==> src/rtl/seq_frame_serializer.sv <==
// seq_frame_serializer: LSB-first parallel-to-serial feeder with a one-word pending buffer
module seq_frame_serializer #(
    parameter int WIDTH = 4,
    parameter int CNT_W = 8
) (
    input  logic             clk,
    input  logic             rst_n,
    input  logic [WIDTH-1:0] data_in,
    input  logic             data_valid,
    output logic             data_ready,
    output logic             out_bit,
    output logic             out_valid,
    output logic             frame_start,
    output logic             frame_end,
    output logic             busy,
    output logic [CNT_W-1:0] frame_count
);
    localparam int IW = $clog2(WIDTH);
    localparam logic [IW-1:0] LAST = IW'(WIDTH - 1);

    typedef enum logic {IDLE, SHIFT} state_t;

    state_t           state_q, state_d;
    logic [WIDTH-1:0] shreg_q, shreg_d;
    logic [WIDTH-1:0] pend_q, pend_d;
    logic             pend_full_q, pend_full_d;
    logic [IW-1:0]    idx_q, idx_d;
    logic [CNT_W-1:0] cnt_q, cnt_d;
    logic             accept;
    logic             last;

    assign data_ready  = !pend_full_q;
    assign accept      = data_valid & data_ready;
    assign out_valid   = state_q == SHIFT;
    assign last        = out_valid && idx_q == LAST;
    assign out_bit     = out_valid & shreg_q[0];
    assign frame_start = out_valid && idx_q == '0;
    assign frame_end   = last;
    assign busy        = out_valid | pend_full_q;
    assign frame_count = cnt_q;

    // Next state: load from idle, shift mid-frame, and on the last bit chain the
    // older pending word ahead of any new input so the line stays gap-free.
    always_comb begin
        state_d     = state_q;
        shreg_d     = shreg_q;
        pend_d      = pend_q;
        pend_full_d = pend_full_q;
        idx_d       = idx_q;
        cnt_d       = cnt_q;
        if (state_q == IDLE) begin
            if (accept) begin
                shreg_d = data_in;
                idx_d   = '0;
                state_d = SHIFT;
            end
        end else if (last) begin
            cnt_d = cnt_q + 1'b1;
            idx_d = '0;
            if (pend_full_q) begin
                shreg_d     = pend_q;
                pend_full_d = 1'b0;
            end else if (accept) begin
                shreg_d = data_in;
            end else begin
                state_d = IDLE;
            end
        end else begin
            shreg_d = shreg_q >> 1;
            idx_d   = idx_q + 1'b1;
            if (accept) begin
                pend_d      = data_in;
                pend_full_d = 1'b1;
            end
        end
    end

    // State registers; reset drops any frame in flight.
    always_ff @(posedge clk or negedge rst_n) begin
        if (!rst_n) begin
            state_q     <= IDLE;
            shreg_q     <= '0;
            pend_q      <= '0;
            pend_full_q <= 1'b0;
            idx_q       <= '0;
            cnt_q       <= '0;
        end else begin
            state_q     <= state_d;
            shreg_q     <= shreg_d;
            pend_q      <= pend_d;
            pend_full_q <= pend_full_d;
            idx_q       <= idx_d;
            cnt_q       <= cnt_d;
        end
    end
endmodule
==> config.mk <==
export PLATFORM = sky130hd
export DESIGN_NAME = seq_frame_serializer
export DESIGN_NICKNAME = d
export VERILOG_FILES = /design/src/rtl/seq_frame_serializer.sv
export SDC_FILE = /design/constraint.sdc
export NUM_CORES = 1
export LEC_CHECK = 0
export ABC_AREA = 0
export BUFFER_PORTS_ARGS = -buffer_cell sky130_fd_sc_hd__buf_2
export CELL_PAD_IN_SITES_DETAIL_PLACEMENT = 1
export CELL_PAD_IN_SITES_GLOBAL_PLACEMENT = 1
export CORE_ASPECT_RATIO = 0.75
export CORE_UTILIZATION = 37
export DETAILED_ROUTE_END_ITERATION = 8
export PLACE_DENSITY = 0.83
export SYNTH_ARGS = -nofsm -noshare
export SYNTH_HDL_FRONTEND = slang
export SYNTH_SLANG_ARGS = --single-unit
==> constraint.sdc <==
create_clock -name clk -period 1.6 [get_ports clk]
set_input_delay 0.32 -clock clk [delete_from_list [all_inputs] [get_ports clk]]
set_output_delay 0.32 -clock clk [all_outputs]
set_load 0.01 [all_outputs]
* Word level (Yosys, flattened, before mapping) *
Index checks and enable logic that the tools add are counted.

word-level totals
  bits in registers = 20
  word-level logic and storage cells = 35

cells by class
  $add $sub $neg = 2
  equality and inequality tests = 1
  multiplexer cells = 13
  bitwise logic cells = 4
  reductions and logical operators = 9

operators by type and width
  operator                                                        count
  4-bit two-way mux                                               4
  8-bit by 1-bit adder with 8-bit output (second input constant)  1
  1-bit two-way mux                                               6
  2-bit two-way mux                                               3
  2-bit AND reduction                                             2
  2-bit nonzero test                                              2
  3-bit AND reduction                                             1
  2-bit by 1-bit adder with 2-bit output (second input constant)  1
  1-bit bitwise AND                                               2
  2-bit equality test (second input constant)                     1
  1-bit logical AND                                               2
  2-bit zero test                                                 1
  1-bit zero test                                                 1
  1-bit inverter                                                  1
  1-bit OR                                                        1

* Depth between registers and ports, before layout *
  depth in word-level cells = 6
  gate-level depth with buffers = 6

* Worst setup path after synthesis *
OpenSTA, ideal clock, no wires.

  path kind = register to register
  start point = register idx_q[0]
  end point = register pend_q[0]
  library setup time = 0.125 ns
  data arrival time = 1.366 ns
  required time = 1.475 ns
  slack = 0.109 ns
  cell stages (with the launch flop) = 5
  buffers on the path = 0
  clock period less this slack = 1.491 ns
  path through = dfrtp_1 ha_1 nand2b_2 nor2_4 mux2_2

on the way
  word-level cells in the longest chain between the ends = 4

ends and longest elaborated chain
  what                                  RTL line  RTL
  start: declaration                    27        logic [IW-1:0] idx_q, idx_d;
  start signal: assignment              92        idx_q <= idx_d;
  2-bit equality test                   35        assign last = out_valid && idx_q == LAST;
  1-bit logical AND                     35
  1-bit inverter (no source line)       --
  3-bit AND reduction (no source line)  --
  end signal: assignment                90        pend_q <= pend_d;
  end: declaration                      25        logic [WIDTH-1:0] pend_q, pend_d;

Every way passes these cells.
A chain may end at the register's enable or synchronous reset.

* Worst setup path in the final report *
  start point = register idx_q[1]
  end point = output port frame_end

on the way
  word-level cells in the longest chain between the ends = 2

ends and longest elaborated chain
  what                 RTL line  RTL
  2-bit equality test  35
  1-bit logical AND    35
  end: declaration     14        output logic frame_end,

Every way passes these cells.

==> impl_metrics.ini <==
[status]
violations = negative setup slack
outcome = complete, but fails checks

[layout]
drive_above_1_share_pct = 46.77
multi_input_area_sq_um = 478.0
fin_nets = 135
antenna_cells = 0
seqCellArea_sq_um = 501.7
stdcell_count = 158
area_growth_pct = 30.13
layout_common_cells = dfrtp_1 (19), buf_2 (19), nand2_1 (14)
nFillCells = 279

[timing]
finalCritPeriodShare_pct = 101.1
fin_skew_ns = 0.002277
period_minus_slack_ns = 1.617
rsz0062_at_grt = yes
timing.slew.headroom_pct = 69.39
finalHoldWorstSlack_ns = 0.2729
fmax_ghz = 0.6185
setup_viol = 1
timing.final.ws_setup_ns = -0.01681
slew_viol_final = 0
final_hold_viol_count = 0
worst_pin_slew_ns = 0.4592

[die]
core_sq_um = 2421
rows = 15
die_w_um = 62.06
start_util_pct = 41.34
ioPinCount = 21
die_h_um = 47.05
die_area_sq_um = 2920

[flow_run]
drv_cap = 0

[power]
p_per_area_nw_per_um2 = 2104
leakagePower_nw = 0.6422
power.share.sequential_pct = 35.0
p_total_mw = 2.740
p_switching_mw = 1.111
pwr-share-comb_pct = 54.0
p_sw_share_pct = 40.53
p_int_mw = 1.629
p_clk_share_pct = 11.0
ir_worst_vdd_mv = 0.7449

[logic_synthesis]
syn_nets = 98
syn_area_sq_um = 1001
yosysSeqAreaShare_pct = 50.00
ys_warn_count = 0
avgSynthCellArea_sq_um = 11.37
ys_ff_latch = 20
synthDistinctLibCells = 27
postSynthCellCount = 88

[critical_path]
cp-end-kind = output pin
critPathLaunchType = flip-flop
ff2ff_path_depth = 6
required_ns = 1.28
cp_max_fo = 7
cp.arrival_ns = 1.30
critPathKind = reg -> out

[worst_hold_path]
hold_path.class = in -> reg
hold_depth = 2

[global_route]
grtUsageTotal_pct = 20.92
grt_pass1_vias = 869
antenna_found_initial = 0
grt_pass1_wl_um = 4195
grt_start_max_net_pins = 21
overflow = 0

[place]
gp_congestion = 0.7884
post-place-ws_ns = 0.09450
hpwl_um = 1874
dp.cells = 146
port_buffers = 20

[clock_tree]
clk_pin_slew_ns = 0.11
clk_latency_ns = 0.31
cts_root_buffer = clkbuf_4
numCtsBuffers = 3
cts.htree.levels = 1
cts_tree = yes
cts_sinks = 20
cts_buffer_depth = 2

[routing]
drtPass1Iterations = 4
drt_iter0_markers = 10
wl_per_cell_um = 18.03
vias = 833
drc = 0
avgViaCountPerCell = 5.272
routed_wl_um = 2849
antenna_left = 0
## path summary, 6_finish.rpt
kind	from	end	slack, ns
worst min-delay path	data_in[2]	pend_q[2]	0.27
max in group asynchronous	rst_n	pend_full_q	0.78
worst max-delay path	idx_q[1]	frame_end	-0.02
worst min register to register	frame_count[7]	frame_count[7]	0.48
min in group asynchronous	rst_n	frame_count[6]	0.48
worst max register to register	idx_q[1]	frame_count[7]	0.09
## cell type report
| type | count | area share [%] |
|---|---|---|
| flip-flops and latches | 20 | 38.52 |
| well taps | 34 | 3.266 |
| multi-input cells | 61 | 36.70 |
| repair buffers | 34 | 17.29 |
| clock buffers | 4 | 2.786 |
| inverters | 5 | 1.441 |
## kinds of logic after synthesis
| logic type | count (synthesis) | synth area share [%] |
|---|---|---|
| compound gates | 13 | 8.874 |
| xor+xnor | 7 | 6.125 |
| fa+ha+maj | 3 | 3.750 |
| buf+inv | 7 | 3.749 |
| flops | 20 | 50.00 |
| mux | 12 | 14.37 |
| simple gates | 26 | 13.13 |
## power by group through the flow
stage | Combinational, mW | Clock (mW) | Sequential [mW]
2_1_floorplan | 0.779 | 0 | 0.929
3_3_place_gp | 1.16 | 0 | 0.905
3_5_place_dp | 1.24 | 0 | 0.930
4_1_cts | 1.34 | 0.314 | 0.934
5_1_grt | 1.61 | 0.329 | 0.981
6_report | 1.48 | 0.301 | 0.958
## cells in the mapped netlist, drive strengths merged
cell type / instances / area [sq um]
mux2i: 2 / 20.02
dfrtp: 20 / 500.5
nand2: 15 / 58.81
inv: 5 / 18.76
buf: 2 / 18.77
xnor2: 6 / 52.55
nor3: 1 / 5.000
nand2b: 2 / 15.02
xor2: 1 / 8.760
mux2: 10 / 123.9
nor2: 2 / 15.01
a31o: 1 / 8.760
a21oi: 4 / 23.77
o22ai: 8 / 56.30
or2: 1 / 6.260
ha: 3 / 37.54
and2: 2 / 12.51
nand4: 3 / 18.77
## what timing repair did
action	in CTS	in global routing
gates cloned	0	0
hold buffers	1	0
endpoints found under the hold margin	20	0
endpoints found under the setup margin	3	14
resized for setup	4	6
pin swaps	1	0
setup buffers	5	3
## flip-flops by register name, summed over array words and instances (netlist names)
| signal | flops |
|---|---|
| frame_count | 8 |
| out_valid | 1 |
| shreg_q | 4 |
| idx_q | 2 |
| pend_q | 4 |
| pend_full_q | 1 |
## metrics by stage
stage	TNS, ns	util (%)	instance area, sq um
2_1_floorplan	0	-	1001
3_3_place_gp	0	48.32	1170
3_5_place_dp	0	48.32	1170
4_1_cts	0	52.14	1262
5_1_grt	-0.1360	53.80	1303
6_report	-0.01681	53.80	1303
## layer usage
layer | wire length [um] | track usage [%] | share of wire [%]
met2 | 1459 | 36.60 | 51
met3 | 126 | 6.061 | 4.4
met5 | 0 | 0 | 0
met1 | 1185 | 25.04 | 42
met4 | 77 | 6.667 | 2.7
## critical path: stages (launching register included)
cell     delay [ns]
dfrtp_1        0.40
ha_2           0.24
nand2_2        0.09
inv_2          0.12
buf_2          0.15
Power figures use the tool's default switching activity.
